`config.mk`:
```
export PLATFORM = sky130hd
export DESIGN_NAME = pattern_select
export DESIGN_NICKNAME = d
export VERILOG_FILES = /design/src/rtl/hdmi_pkg.sv /design/src/rtl/key_debounce.sv /design/src/rtl/pattern_select.sv
export SDC_FILE = /design/constraint.sdc
export NUM_CORES = 1
export LEC_CHECK = 0
export BUFFER_PORTS_ARGS = -buffer_cell sky130_fd_sc_hd__buf_2
export CAP_MARGIN = 20
export CORE_MARGIN = 1
export CORE_UTILIZATION = 25
export DETAILED_ROUTE_END_ITERATION = 8
export PLACE_DENSITY_LB_ADDON = 0.2
export SETUP_SLACK_MARGIN = 0.02
export SYNTH_ARGS = -nofsm -noshare
export SYNTH_HDL_FRONTEND = slang
export SYNTH_SLANG_ARGS = --single-unit
```
`constraint.sdc`:
```
create_clock -name sys_clk -period 3.21 [get_ports sys_clk]
set_input_delay 0.4815 -clock sys_clk [delete_from_list [all_inputs] [get_ports sys_clk]]
set_output_delay 0.4815 -clock sys_clk [all_outputs]
set_load 0.03 [all_outputs]
```
`src/rtl/hdmi_pkg.sv`:
```
`default_nettype none
// ------------------------------------------------------------------
// hdmi_pkg: constants and types shared across the HDMI test-pattern path
// Revision: 1.0
// ------------------------------------------------------------------
package hdmi_pkg;

  // 20 ms of key debounce at a 50 MHz system clock
  localparam int DEB_20MS_50M    = 1_000_000;
  localparam int PAT_NONE        = 0;
  localparam int NUM_PAT_DEFAULT = 4;

  typedef enum logic [1:0] {
    STEP_NONE = 2'b00,
    STEP_UP   = 2'b01,
    STEP_DN   = 2'b10,
    STEP_BOTH = 2'b11
  } step_e;

endpackage

`default_nettype wire

```
`src/rtl/key_debounce.sv`:
```
`default_nettype none
// ------------------------------------------------------------------
// key_debounce: 2-flop sync, saturating debounce and auto-repeat for one active-low key
// Revision: 1.0
// ------------------------------------------------------------------
module key_debounce #(
  parameter int DEBOUNCE_CYC = 1_000_000,
  parameter int REPEAT_DLY   = 50_000_000,
  parameter int REPEAT_PER   = 10_000_000
) (
  input  logic sys_clk,
  input  logic sys_rst_n,
  input  logic key_n,
  output logic held,
  output logic step
);

  localparam int DEB_W = $clog2(DEBOUNCE_CYC + 1);
  localparam logic [DEB_W-1:0] DEB_MAX = DEB_W'(DEBOUNCE_CYC);
  localparam logic [DEB_W-1:0] DEB_ONE = DEB_W'(1);

  logic             sync1_q, sync1_d;
  logic             sync2_q, sync2_d;
  logic [DEB_W-1:0] deb_cnt_q, deb_cnt_d;
  logic             fired_q, fired_d;
  logic             press;

  always_ff @(posedge sys_clk or negedge sys_rst_n) begin
    if (!sys_rst_n) begin
      sync1_q   <= 1'b1;
      sync2_q   <= 1'b1;
      deb_cnt_q <= '0;
      fired_q   <= 1'b0;
    end else begin
      sync1_q   <= sync1_d;
      sync2_q   <= sync2_d;
      deb_cnt_q <= deb_cnt_d;
      fired_q   <= fired_d;
    end
  end

  always_comb begin
    sync1_d   = key_n;
    sync2_d   = sync1_q;
    deb_cnt_d = deb_cnt_q;
    if (sync2_q) begin
      deb_cnt_d = '0;
    end else if (deb_cnt_q != DEB_MAX) begin
      deb_cnt_d = deb_cnt_q + DEB_ONE;
    end
    // fired_q remembers the press so one low period yields one pulse
    fired_d = held;
  end

  assign held  = (deb_cnt_q == DEB_MAX);
  assign press = held & ~fired_q;

  if (REPEAT_DLY > 0) begin : g_repeat
    localparam int REP_MAX = (REPEAT_DLY > REPEAT_PER) ? REPEAT_DLY : REPEAT_PER;
    localparam int HOLD_W  = $clog2(REP_MAX + 1);
    localparam logic [HOLD_W-1:0] DLY_V    = HOLD_W'(REPEAT_DLY);
    localparam logic [HOLD_W-1:0] PER_V    = HOLD_W'(REPEAT_PER);
    localparam logic [HOLD_W-1:0] HOLD_ONE = HOLD_W'(1);

    logic [HOLD_W-1:0] hold_cnt_q, hold_cnt_d;
    logic              rep_phase_q, rep_phase_d;
    logic              rep;

    always_ff @(posedge sys_clk or negedge sys_rst_n) begin
      if (!sys_rst_n) begin
        hold_cnt_q  <= '0;
        rep_phase_q <= 1'b0;
      end else begin
        hold_cnt_q  <= hold_cnt_d;
        rep_phase_q <= rep_phase_d;
      end
    end

    // Counter restarts at 1 after each pulse; phase selects first delay vs period
    always_comb begin
      hold_cnt_d  = hold_cnt_q;
      rep_phase_d = rep_phase_q;
      rep         = 1'b0;
      if (!held || sync2_q) begin
        hold_cnt_d  = '0;
        rep_phase_d = 1'b0;
      end else if (press) begin
        hold_cnt_d = HOLD_ONE;
      end else if (hold_cnt_q != '0) begin
        if (hold_cnt_q == (rep_phase_q ? PER_V : DLY_V)) begin
          rep         = 1'b1;
          hold_cnt_d  = HOLD_ONE;
          rep_phase_d = 1'b1;
        end else begin
          hold_cnt_d = hold_cnt_q + HOLD_ONE;
        end
      end
    end

    assign step = press | rep;
  end else begin : g_no_repeat
    assign step = press;
  end

endmodule

`default_nettype wire

```
`src/rtl/pattern_select.sv`:
```
`default_nettype none
// ------------------------------------------------------------------
// pattern_select: two-key debounced up/down selector of the active test pattern
// Revision: 1.0
// ------------------------------------------------------------------
module pattern_select
  import hdmi_pkg::*;
#(
  parameter int DEBOUNCE_CYC = DEB_20MS_50M,
  parameter int NUM_PAT      = NUM_PAT_DEFAULT,
  parameter int SEL_W        = 4,
  parameter int WRAP         = 1,
  parameter int REPEAT_DLY   = 50_000_000,
  parameter int REPEAT_PER   = 10_000_000
) (
  input  logic             sys_clk,
  input  logic             sys_rst_n,
  input  logic             key_up,
  input  logic             key_dn,
  output logic [SEL_W-1:0] pix_num,
  output logic             pix_chg,
  output logic [1:0]       key_held
);

  localparam logic [SEL_W:0]   PAT_MAX   = (SEL_W + 1)'(NUM_PAT);
  localparam logic [SEL_W:0]   PAT_FIRST = (SEL_W + 1)'(1);
  localparam logic [SEL_W:0]   PAT_ZERO  = (SEL_W + 1)'(PAT_NONE);
  localparam logic [SEL_W-1:0] PIX_RST   = SEL_W'(PAT_NONE);

  logic             up_step, dn_step;
  logic             up_held, dn_held;
  step_e            step_dir;
  logic [SEL_W:0]   cur, nxt;
  logic [SEL_W-1:0] pix_num_q, pix_num_d;
  logic             pix_chg_q, pix_chg_d;

  key_debounce #(
    .DEBOUNCE_CYC(DEBOUNCE_CYC),
    .REPEAT_DLY  (REPEAT_DLY),
    .REPEAT_PER  (REPEAT_PER)
  ) u_key_up (
    .sys_clk  (sys_clk),
    .sys_rst_n(sys_rst_n),
    .key_n    (key_up),
    .held     (up_held),
    .step     (up_step)
  );

  key_debounce #(
    .DEBOUNCE_CYC(DEBOUNCE_CYC),
    .REPEAT_DLY  (REPEAT_DLY),
    .REPEAT_PER  (REPEAT_PER)
  ) u_key_dn (
    .sys_clk  (sys_clk),
    .sys_rst_n(sys_rst_n),
    .key_n    (key_dn),
    .held     (dn_held),
    .step     (dn_step)
  );

  // One extra bit keeps the increment at 2^SEL_W-1 from aliasing before compare
  always_comb begin
    step_dir = step_e'({dn_step, up_step});
    cur      = {1'b0, pix_num_q};
    nxt      = cur;
    case (step_dir)
      STEP_UP: begin
        if (cur == PAT_ZERO)     nxt = PAT_FIRST;
        else if (cur >= PAT_MAX) nxt = (WRAP != 0) ? PAT_FIRST : PAT_MAX;
        else                     nxt = cur + PAT_FIRST;
      end
      STEP_DN: begin
        if (cur == PAT_ZERO)       nxt = PAT_MAX;
        else if (cur <= PAT_FIRST) nxt = (WRAP != 0) ? PAT_MAX : PAT_FIRST;
        else                       nxt = cur - PAT_FIRST;
      end
      default: nxt = cur;
    endcase
    pix_num_d = nxt[SEL_W-1:0];
    pix_chg_d = (nxt != cur);
  end

  always_ff @(posedge sys_clk or negedge sys_rst_n) begin
    if (!sys_rst_n) begin
      pix_num_q <= PIX_RST;
      pix_chg_q <= 1'b0;
    end else begin
      pix_num_q <= pix_num_d;
      pix_chg_q <= pix_chg_d;
    end
  end

  assign pix_num  = pix_num_q;
  assign pix_chg  = pix_chg_q;
  assign key_held = {dn_held, up_held};

endmodule

`default_nettype wire

```
==> flow_metrics.tcl, run 1 <==
set metrics [dict create \
    synth_area_leader_cell "dfrtp_1" \
    max_freq_ghz 0.331 \
    clk_latency_ns 0.35 \
    dp_slack_ns 0.139 \
    cp_cell_sequence "nor4_2, o2bb2a_1, a2111o_1, o21ai_1, nand2_1, ha_1, or4_1, a21oi_1, o31ai_1, o21ai_0, o221ai_1" \
    maxCapViolCount 0 \
    area_delta_synth_final_pct 14.1 \
    hold_viol 0 \
    ant_nets 0 \
    end_kind "register" \
    pwr-share-comb 0.023 \
    ys_top_cells_by_area "dfrtp_1 (45%), nor2_1 (7.2%), xor2_1 (6.7%)" \
    synth_top_family_by_area "simple AND/OR/NAND/NOR gates" \
    hold_buffers 0 \
    seqPwrFrac 0.519 \
    max-vdd-ir-drop_uv 190 \
    start_util 0.256 \
    synth_fa_ha_area_frac 0.0312 \
    synth_compound_area_frac 0.0480 \
    htree_levels 3 \
    setup_viol 0 \
    dieArea_mm2 0.0230 \
    slowest_delay_ns 0.44 \
    switching_share 0.218 \
    wl_per_cell_um 13.6 \
    grt_pass1_vias 4249 \
    core_area_mm2 0.0219 \
    cp_max_fo 4 \
    synth_top_area_frac 0.451 \
    port-buffer-count 10 \
    yosysWarnings 0 \
    drt-total-wl_um 12200 \
    grt_pass1_wl_um 21200 \
    powerDensity_mw_per_mm2 405 \
    drt_iter0_markers 299 \
    antenna_found_initial 0 \
    avgSynthCellArea_um2 9.47 \
    path_clk_slew_ns 0.07 \
    pwr-share-clk 0.458 \
    async_reset_ff_frac 1.00 \
    synth_simple_gate_area_share 0.291 \
    synthCells 592 \
    finalCriticalPeriod_ns 3.02 \
    gr-total-overflow 0 \
    relSlewSlack 0.446 \
    grt_max_degree 45 \
    leakage_nw 2.49 \
    drt_first_pass_iters 4 \
    syn_nets 610 \
    worst_slack_ns 0.191 \
    crit_arrival_ns 3.23 \
    status "complete, no violations" \
    die_w_um 152 \
    synth-seq-area-share 0.470 \
    vias 4254 \
    ios 11 \
    clkSinkCount 105 \
    finClkSkew_ns 0.0110 \
    grt_usage 0.116 \
    timing.hold.ws_ns 0.143 \
    yosysUniqueCellTypes 54 \
    ys_ff_latch 105 \
    place.gp.congestion 0.761 \
    switching_power_w 0.000565 \
    synth-edff-count 0 \
    cts-resized-gates 0 \
    drive_above_1_share 0.0971 \
    cts_made_buffers 9 \
    required_ns 3.42 \
    cts_tree "done" \
    n_antenna_cell 0 \
    placementRows 54 \
    synthesis.area_mm2 0.00561 \
    postCtsSetupRepairBufs 0 \
    drcViolationCount 0 \
    critPathSlowestCell "a2111o_1" \
    viasPerCell 4.74 \
    tightestPinTransition_ns 0.828 \
    final_common_cell "nor2_1" \
    period_share 0.941 \
    drv_slew 0 \
    final_nets 631 \
    hpwl_um 8510 \
    holdCritPathClass "input port to asynchronous set/reset pin" \
    synth_ff_type "dfrtp_1" \
    die_h_um 152 \
    final_cells 898 \
    criticalPathCategory "register to register" \
    most-common-layout-cells "nor2_1 (108), dfrtp_1 (101), xor2_1 (43)" \
    synth_xor_xnor_area_share 0.127 \
    clockBufferDepth 2 \
    muxShareOfSynthArea 0.00803 \
    cts-root-buf "clkbuf_16" \
    place_inst 882 \
    internal_power_w 0.00203 \
    startpoint_type "register" \
]
-- area by class of cell --
cell class / instances / area, um^2
clock buffers: 12 / 267
clock inverters: 4 / 57.6
fillers: 2321 / 15500
inverters: 20 / 75.1
multi-input cells: 452 / 2850
flip-flops and latches: 105 / 2630
well taps: 280 / 350
repair buffers: 25 / 165
-- state kept, by name (all words and copies together), names as in the netlist, 4 cells and up --
signal                        cells
u_key_up.deb_cnt_q               20
pix_num                           4
u_key_dn.deb_cnt_q               20
u_key_dn.g_repeat.hold_cnt_q     26
u_key_up.g_repeat.hold_cnt_q     26
-- critical path, delay by kind of cell (launching register included) --
kind | cells | cell delay (ns)
AO/OA/AOI/OAI | 7 | 1.44
AND/OR/NAND/NOR | 3 | 0.81
flip-flops | 1 | 0.43
adder cells (fa/ha/maj) | 1 | 0.21
-- per-layer routing --
metal  up-vias  global-route usage  wire, um
met5         -                   0         0
met4         0              0.0312       124
met3         6              0.0219       393
met2        53               0.188      5830
met1      2085               0.157      5890
li1       2110                   -         -
-- cells in the mapped netlist, types with 5 or more instances --
master	number
nand3_1	37
xor2_1	43
nor3_1	21
and3_1	10
inv_1	20
nor2_1	108
clkbuf_1	10
dfrtp_1	101
nand4_1	32
o21ai_0	9
nor4_1	17
xnor2_1	38
nand2_1	35
nor4b_1	5
a21oi_1	13
ha_1	14
nand2b_1	7
-- power by group through the flow --
stage / Sequential [W] / Clock [W] / Combinational [W]
5_1_grt: 0.00135 / 0.00129 / 0.0000717
3_3_place_gp: 0.00137 / 0 / 0.0000611
2_1_floorplan: 0.00137 / 0 / 0.0000253
4_1_cts: 0.00135 / 0.00124 / 0.0000638
3_5_place_dp: 0.00137 / 0 / 0.0000636
6_report: 0.00135 / 0.00119 / 0.0000593
-- stage by stage --
step	setup TNS, ns	power [W]	utilization	cell area [um^2]
after floorplan	0	0.00139	-	5610
after global placement	0	0.00143	0.277	6060
after detailed placement	0	0.00144	0.277	6060
after CTS	0	0.00265	0.291	6380
after global routing	-0.0154	0.00271	0.292	6400
final	0	0.00259	0.292	6400
-- kinds of logic (layout without fill, tap and decap cells) --
kind of cell | Yosys count | in the layout
xor gates and xnor gates | 81 | 81
AOI/OAI and AO/OA | 42 | 42
and+or+nand+nor | 311 | 311
muxes | 4 | 4
adders and majority gates | 14 | 14
buffers and inverters | 35 | 61
DFF | 105 | 105
-- final timing paths --
kind	startpoint	endpoint	slack, ns	cells after the start
max in group asynchronous	sys_rst_n	u_key_up.sync1_q	2.29	2
setup / recovery	u_key_dn.g_repeat.hold_cnt_q[21]	pix_chg	0.19	11
hold / removal	sys_rst_n	u_key_dn.g_repeat.hold_cnt_q[21]	0.14	1
hold reg to reg	u_key_up.sync1_q	u_key_up.sync2_q	0.36	0
setup reg to reg	u_key_dn.g_repeat.hold_cnt_q[21]	pix_chg	0.19	11
min in group sys_clk	key_dn	u_key_dn.sync1_q	0.23	1
Note: power is estimated with default switching activity, not from simulation.
==> run 2, diff against run 1 <==
==> constraint.sdc (replaced) <==
create_clock -name sys_clk -period 3.21 [get_ports sys_clk]
set_input_delay 0.642 -clock sys_clk [delete_from_list [all_inputs] [get_ports sys_clk]]
set_output_delay 0.642 -clock sys_clk [all_outputs]
set_load 0.03 [all_outputs]
==> run 2 against run 1 <==
Effect of this change:
- register-to-register slack better by 0.13 ns
- worst hold slack better by 0.20 ns
- utilization shrank 0.080 points
- cell count stayed put
- sequential cell count stayed put
==> flow_metrics.tcl, run 2 (synthesis gave the netlist of run 1 again) <==
set metrics [dict create \
    dpl_cell_area_mm2 0.00606 \
    fin_area_mm2 0.00638 \
    tightestPinTransition_ns 0.769 \
    hold_viol 0 \
    powerDensity_mw_per_mm2 402 \
    seqPwrFrac 0.523 \
    crit_arrival_ns 2.38 \
    route.met3.wl_um 317 \
    rr_worst_depth 11 \
    final_common_cell "nor2_1" \
    drive_above_1_share 0.0955 \
    grt_pass1_vias 4234 \
    cts_tree "done" \
    drcViolationCount 0 \
    drv_slew 0 \
    ios 11 \
    tns_ns 0 \
    core_area_mm2 0.0219 \
    htree_levels 3 \
    wl_per_cell_um 13.6 \
    internal_power_w 0.00199 \
    pwr-share-clk 0.452 \
    die_w_um 152 \
    leakage_nw 2.48 \
    rsz0062_at_grt "no" \
    gr-total-overflow 0 \
    finalCriticalPeriod_ns 3.02 \
    final_nets 631 \
    hpwl_um 8410 \
    crit-reg2reg-launch "u_key_dn.g_repeat.hold_cnt_q[22]" \
    path_buf_inv 2 \
    setup_viol 0 \
    startpoint_type "register" \
    reg2reg_to "pix_chg" \
    required_ns 2.57 \
    place.gp.congestion 0.767 \
    end_kind "primary output" \
    postCtsSetupRepairBufs 0 \
    antenna_found_initial 0 \
    switching_power_w 0.000577 \
    dp_slack_ns 0.162 \
    top_layer_used "met4" \
    finClkSkew_ns 0.00783 \
    clk_latency_ns 0.35 \
    drt_iter0_markers 249 \
    clockBufferDepth 2 \
    critPathSlowestCell "or4b_1" \
    drt_first_pass_iters 4 \
    cts-root-buf "clkbuf_16" \
    area_delta_synth_final_pct 13.8 \
    start_util 0.256 \
    status "complete, no violations" \
    placementRows 54 \
    cp_cell_sequence "or4b_1, or4_4, nor3_4, buf_4, buf_2" \
    port-buffer-count 10 \
    switching_share 0.225 \
    dieArea_mm2 0.0230 \
    crit_family "simple AND/OR/NAND/NOR gates" \
    clkSinkCount 105 \
    routed-wl-met2_um 5760 \
    grt_pass1_wl_um 20900 \
    reg_top3 "u_key_dn.g_repeat.hold_cnt_q (26), u_key_up.g_repeat.hold_cnt_q (26)" \
    die_h_um 152 \
    slowest_delay_ns 0.54 \
    pwr-share-comb 0.025 \
    cp_max_fo 8 \
    met1_length_um 5940 \
    vias 4202 \
    criticalPathCategory "register to primary output" \
    cts_made_buffers 9 \
    holdCritPathClass "input port to asynchronous set/reset pin" \
    grt_max_degree 55 \
    viasPerCell 4.68 \
    most-common-layout-cells "nor2_1 (108), dfrtp_1 (101), xor2_1 (43)" \
    maxCapViolCount 0 \
    final_util 0.291 \
    drt-total-wl_um 12200 \
    max-vdd-ir-drop_uv 164 \
    ant_nets 0 \
    worst_slack_ns 0.192 \
    relSlewSlack 0.485 \
    n_antenna_cell 0 \
    rrSetupSlack_ns 0.32 \
    period_share 0.940 \
    timing.hold.ws_ns 0.339 \
    path_clk_slew_ns 0.07 \
    grt_usage 0.115 \
    max_freq_ghz 0.331 \
]
## run 2: changes by cell type in the layout (fill, tap and decap cells not counted)
cell / change
clkbuf_8: -2
clkinv_4: +2
clkinvlp_4: -1
inv_6: +2
inv_8: -1
nor4_1: +1
nor4_2: -1
## run 2: power groups by stage
stage	logic [W]	clock network [W]	registers, W
global route	0.0000753	0.00126	0.00134
global placement	0.0000654	0	0.00137
detailed placement	0.0000677	0	0.00137
finish	0.0000642	0.00116	0.00134
CTS	0.0000682	0.00121	0.00134
floorplan	0.0000253	0	0.00137
## run 2: worst max path at each step
stage                                                start           to  slack [ns]  cells past startpoint
after floorplan           u_key_dn.g_repeat.hold_cnt_q[22]      pix_chg        0.33                     11
after global placement     u_key_dn.g_repeat.hold_cnt_q[1]      pix_chg        0.23                     13
after detailed placement   u_key_dn.g_repeat.hold_cnt_q[1]      pix_chg        0.16                     13
after CTS                  u_key_dn.g_repeat.hold_cnt_q[1]      pix_chg        0.14                     13
after global routing       u_key_dn.g_repeat.hold_cnt_q[1]      pix_chg        0.02                     13
final                                u_key_up.deb_cnt_q[4]  key_held[0]        0.19                      5
## run 2: area by class of cell
cell class	count	area, um^2
multi-input cells	452	2850
fillers	2343	15500
repair buffers	25	165
clock inverters	6	73.8
inverters	20	75.1
flip-flops and latches	105	2630
well taps	280	350
clock buffers	10	239
## run 2: timing repair
| item | 4_1_cts | 5_1_grt |
|---|---|---|
| setup endpoints to repair | 0 | 3 |
| gates resized for setup | 0 | 4 |
| hold buffers | 0 | 0 |
## run 2: metal layers
metal,vias to the layer above,GRT usage
met3,10,0.0207
met2,42,0.190
li1,2107,-
met4,0,0.0381
met1,2043,0.152
met5,-,0
## run 2: metrics by stage
| step | power (W) | cells |
|---|---|---|
| after floorplan | 0.00139 | 592 |
| after global placement | 0.00143 | 882 |
| after detailed placement | 0.00144 | 882 |
| after CTS | 0.00262 | 898 |
| after global routing | 0.00268 | 898 |
| final | 0.00256 | 898 |
## run 2: worst register-to-register path, cell delays in order, from the launching register on
cell and delay (ns):
dfrtp_1 0.42, nor4_2 0.29, o2bb2a_1 0.26, a2111o_1 0.43, o21ai_1 0.17, nand2_1 0.08, ha_1 0.20, or4_1 0.39
a21oi_1 0.13, o31ai_1 0.08, o21ai_0 0.16, o221ai_1 0.13
